File: src/rtl/fios_pe_stream.sv
// fios_pe_stream: one FIOS outer iteration for multiplier word x, streaming Y/n/t
// word-serially and emitting t' = (t + x*Y + m*n) / 2^W as S+1 words.
module fios_pe_stream #(
    parameter int unsigned W = 16,
    parameter int unsigned S = 16
) (
    input  logic         clock_i,
    input  logic         reset_i,
    input  logic         start_i,
    input  logic [W-1:0] x_i,
    input  logic [W-1:0] n_prime_0_i,
    input  logic         in_valid_i,
    output logic         in_ready_o,
    input  logic [W-1:0] y_i,
    input  logic [W-1:0] n_i,
    input  logic [W-1:0] t_i,
    output logic         out_valid_o,
    input  logic         out_ready_i,
    output logic [W-1:0] t_o,
    output logic         out_last_o,
    output logic         busy_o,
    output logic         done_o
);
    localparam int unsigned VW = 2*W + 2;
    localparam int unsigned JW = $clog2(S + 1);

    typedef enum logic [2:0] {
        IDLE,
        FIRST,
        RUN,
        TOP,
        FLUSH,
        DONE_WAIT
    } state_t;

    state_t state, state_nxt;

    logic [W-1:0]  x_q, np_q, m_q;
    logic [W:0]    c_q;
    logic [JW-1:0] j_q;

    logic          in_xfer, out_xfer, out_free;
    logic [W-1:0]  u_lo, m_calc, m_use;
    logic [VW-1:0] xy, mn, v, cin;
    logic [W:0]    c_nxt;

    assign out_free = !out_valid_o || out_ready_i;
    assign in_xfer  = in_valid_i && in_ready_o;
    assign out_xfer = out_valid_o && out_ready_i;

    // Beat arithmetic. FIRST derives m from the low word of t0 + x*y0 and
    // starts from a zero carry; TOP only folds the carry into t_S.
    always_comb begin
        xy     = VW'(x_q) * VW'(y_i);
        u_lo   = t_i + xy[W-1:0];
        m_calc = u_lo * np_q;
        m_use  = (state == FIRST) ? m_calc : m_q;
        mn     = VW'(m_use) * VW'(n_i);
        cin    = (state == FIRST) ? '0 : VW'(c_q);
        if (state == TOP) begin
            v = VW'(t_i) + cin;
        end else begin
            v = VW'(t_i) + xy + mn + cin;
        end
        c_nxt = (W+1)'(v >> W);
    end

    always_ff @(posedge clock_i or posedge reset_i) begin
        if (reset_i) begin
            state <= IDLE;
        end else begin
            state <= state_nxt;
        end
    end

    always_comb begin
        state_nxt = state;
        unique case (state)
            IDLE:      if (start_i) state_nxt = FIRST;
            FIRST:     if (in_xfer) state_nxt = RUN;
            RUN:       if (in_xfer && (j_q == JW'(S - 1))) state_nxt = TOP;
            TOP:       if (in_xfer) state_nxt = FLUSH;
            FLUSH:     if (out_free) state_nxt = DONE_WAIT;
            DONE_WAIT: if (out_xfer) state_nxt = IDLE;
            default:   state_nxt = IDLE;
        endcase
    end

    always_comb begin
        busy_o     = (state != IDLE);
        in_ready_o = ((state == FIRST) || (state == RUN) || (state == TOP)) && out_free;
    end

    always_ff @(posedge clock_i or posedge reset_i) begin
        if (reset_i) begin
            x_q         <= '0;
            np_q        <= '0;
            m_q         <= '0;
            c_q         <= '0;
            j_q         <= '0;
            out_valid_o <= 1'b0;
            t_o         <= '0;
            out_last_o  <= 1'b0;
            done_o      <= 1'b0;
        end else begin
            done_o <= (state == DONE_WAIT) && out_xfer;
            if (out_xfer) begin
                out_valid_o <= 1'b0;
                out_last_o  <= 1'b0;
            end
            unique case (state)
                IDLE: begin
                    if (start_i) begin
                        x_q  <= x_i;
                        np_q <= n_prime_0_i;
                        j_q  <= '0;
                    end
                end
                FIRST: begin
                    if (in_xfer) begin
                        m_q <= m_calc;
                        c_q <= c_nxt;
                        j_q <= JW'(1);
                    end
                end
                RUN, TOP: begin
                    if (in_xfer) begin
                        t_o         <= v[W-1:0];
                        c_q         <= c_nxt;
                        out_valid_o <= 1'b1;
                        out_last_o  <= 1'b0;
                        j_q         <= j_q + 1'b1;
                    end
                end
                FLUSH: begin
                    if (out_free) begin
                        t_o         <= c_q[W-1:0];
                        out_valid_o <= 1'b1;
                        out_last_o  <= 1'b1;
                    end
                end
                default: ;
            endcase
        end
    end
endmodule

File: config.mk
export PLATFORM = sky130hd
export DESIGN_NAME = fios_pe_stream
export DESIGN_NICKNAME = d
export VERILOG_FILES = /design/src/rtl/fios_pe_stream.sv
export SDC_FILE = /design/constraint.sdc
export NUM_CORES = 2
export LEC_CHECK = 0
export ABC_AREA = 1
export ABC_CLOCK_PERIOD_IN_PS = 34300
export CORE_ASPECT_RATIO = 1.2
export CORE_MARGIN = 1
export CORE_UTILIZATION = 40
export DETAILED_ROUTE_END_ITERATION = 10
export PLACE_DENSITY = 0.56
export RECOVER_POWER = 50
export REMOVE_ABC_BUFFERS = 1
export SETUP_SLACK_MARGIN = 0.3
export SLEW_MARGIN = 20
export SYNTH_ARGS = -nofsm -noshare
export SYNTH_HDL_FRONTEND = slang
export SYNTH_SLANG_ARGS = --single-unit
export TNS_END_PERCENT = 1
File: constraint.sdc
create_clock -name clock_i -period 34.3 [get_ports clock_i]
set_clock_uncertainty 0.15 [all_clocks]
set_input_delay 6.86 -clock clock_i [delete_from_list [all_inputs] [get_ports clock_i]]
set_output_delay 6.86 -clock clock_i [all_outputs]
set_load 0.02 [all_outputs]
==> results.md <==
* Status: finished, violations left
* Violated checks: max-capacitance violations, max-slew violations
* Core ar. at 0.0700 sq mm
* Slew @ Worst Pin at 3.70 ns
* Ports at 106
* Mux cell area share after synthesis at 0.674%
* CP arrival at 24.19 ns
* Resize count post-CTS at 0
* Final WL at 83900 um
* Overall die height at 294 um
* DIE AREA at 0.0721 sq mm
* Post-synth EDFFs at 0
* CTS tree: built
* Crit-path max FO at 16
* Synth Instances at 3670
* Critical Path RT at 34.44 ns
* CP Class: primary input to register
* Initial Util at 40.6%
* H-tree depth at 3
* Buf+Inv Stages, Crit Path at 13
* Most common flop cell mapped by yosys: dfrtp_1
* CTS Sinks at 92
* Compound-Gate Fraction of Synth Area at 6.15%
* Hold/Removal Path Class: register to register
* Slew HR at -147%
* Wire per inst at 18.1 um
* Drt drc at 0
* Setup TNS Final at 0 ns
* Setup Viol. Count Final at 0
* Layout cell share with drive strength beyond 1 at 3.02%
* Drt first pass iters at 5
* Adder and majority gate portion of the synthesized area at 50.8%
* Number of global-route vias before repair at 24.5k
* Max incr delay on CP at 0.88 ns
* Fmax at 41.6 MHz
* Post-synth cell types at 49
* GRT Total Usage at 24.6%
* Slowest CP cell: clkdlybuf4s50_1
* CP Launch Type: primary input
* Most frequent cells in the layout: inv_1 (1002), nand2_1 (812), fa_1 (535)
* Main combinational cell family by area after synthesis: adder cells
* Seq/Total Area, Yosys at 8.10%
* Largest net degree at the start of global routing at 63
* Top cell family by delay on the critical path: adder cells
* DPL Wire Length at 71900 um
* Vias at 22.9k
* XOR/XNOR Fraction of Synth Area at 2.18%
* Post-synth ARST share at 100%
* Clk_lat worst skew at 0.40 ns
* Unrepaired setup endpoints after global routing: false
* Syn Area/Cell at 7.74 sq um
* Commonest non-fill, non-tap cell in the layout: inv_1
* Root Buffer: clkbuf_16
* Global-route wire length before repair at 135000 um
* Reg2Reg Setup Slack at 16.75 ns
* Fin crit share at 70.1%
* ANT nets after route at 0
* CTS Buf Count at 9
* Chip Width at 245 um
* Post-layout min period at 24.05 ns
* Fin nets at 4620
* Synth warnings at 0
* Starting DRT DRC Count at 1244
* Postcts setup bufs at 0
* Antenna violations before repair at 3
* Post-Syn Area at 0.0284 sq mm
* DR vias/cell at 4.94
* FP Rows at 106
* Hold Buf Count CTS at 0
* Final hold vios at 0
* Final Slew Violations at 95
* Simple-gate portion of the synthesized area at 17.1%
* Gpl congestion at 0.969
* Area growth from synthesis to layout at 8.11%
* Critical Path End Type: register
* PortBufs at 105
* Flops & latches, synth at 92
* Congestion Overflow GR at 0
* Worst-path clk slew at 0.08 ns
* Clk buf depth at 2
* Max-cap violations at 2
## kinds of logic (layout without fill, tap and decap cells)
kind of cell / Yosys count / after routing
DFF: 92 / 92
other: 0 / 1
AOI/OAI and AO/OA: 312 / 312
muxes: 17 / 17
adders and majority gates: 833 / 833
xor gates and xnor gates: 70 / 70
buffers and inverters: 1134 / 1171
and+or+nand+nor: 1212 / 1212
## cell type report
class,count,area (sq um)
inverter,1014,3810
tap,918,1150
antenna,1,2.50
clock buffer,9,225
clock inverter,7,81.3
multi-input combinational,2444,21800
fill,7230,39300
timing repair buffer,141,1310
sequential,92,2300
## worst reg2reg max path: cells and delay by family, from the launching register on
kind | cells | cell delay, ns
xor gates and xnor gates | 1 | 0.60
AOI/OAI and AO/OA | 8 | 1.47
DFF | 1 | 0.86
and+or+nand+nor | 28 | 3.73
buffers and inverters | 12 | 0.70
adders and majority gates | 22 | 9.94
## metal layers
metal,wire [um],GRT usage [%]
met1,33400,29.0
met2,42800,44.6
met3,3780,2.93
met4,3840,10.7
met5,29,0
## stage by stage
step           util (%)  setup slack [ns]  hold slack [ns]  cell area [sq um]  std cells
2_1_floorplan         -             12.72            0.296              28000       3550
3_3_place_gp       43.5              9.91            0.313              30400       4609
3_5_place_dp       43.5              9.88            0.323              30400       4609
4_1_cts            43.9             10.31            0.340              30700       4625
5_1_grt            43.9              9.12            0.348              30700       4626
6_report           43.9             10.25            0.333              30700       4626
## Yosys cell counts, drive strengths merged, types with 4 or more instances
master / instances / area share, %
mux2: 17 / 0.67
dfrtp: 92 / 8.1
o21ai: 104 / 1.8
nand3b: 4 / 0.11
o21bai: 15 / 0.40
o211ai: 6 / 0.16
inv: 1006 / 13
nor3: 14 / 0.26
clkinv: 8 / 0.11
nand3: 95 / 1.7
clkbuf: 113 / 1.5
a21o: 8 / 0.21
xnor2: 19 / 0.61
nand2: 823 / 11
a21oi: 140 / 2.5
o31ai: 7 / 0.18
nand4: 12 / 0.26
o22ai: 5 / 0.11
or2: 8 / 0.18
nor2: 252 / 3.4
xor2: 51 / 1.6
a31oi: 7 / 0.15
fa: 535 / 38
o21a: 5 / 0.13
buf: 7 / 0.15
ha: 298 / 13
## state kept, by name, indices dropped and copies added, names as in the netlist
| signal | count |
|---|---|
| c_q | 17 |
| done_o | 1 |
| j_q | 5 |
| m_q | 16 |
| np_q | 16 |
| out_last_o | 1 |
| out_valid_o | 1 |
| state | 3 |
| t_o | 16 |
| x_q | 16 |
## worst paths after layout
path	depth (start not counted)	from	end
max	72	y_i[1]	c_q[16]$_DFFE_PP0P_
min	2	t_o[6]$_DFFE_PP0P_	t_o[6]$_DFFE_PP0P_
max reg2reg	71	x_q[6]$_DFFE_PP0P_	c_q[16]$_DFFE_PP0P_
min reg2reg	2	t_o[6]$_DFFE_PP0P_	t_o[6]$_DFFE_PP0P_
max in group asynchronous	3	reset_i	x_q[14]$_DFFE_PP0P_
min in group asynchronous	2	reset_i	np_q[14]$_DFFE_PP0P_
Power is left out: the tool's default activity adds up to more than one toggle a clock period on the data nets, which glitch-free logic cannot reach.
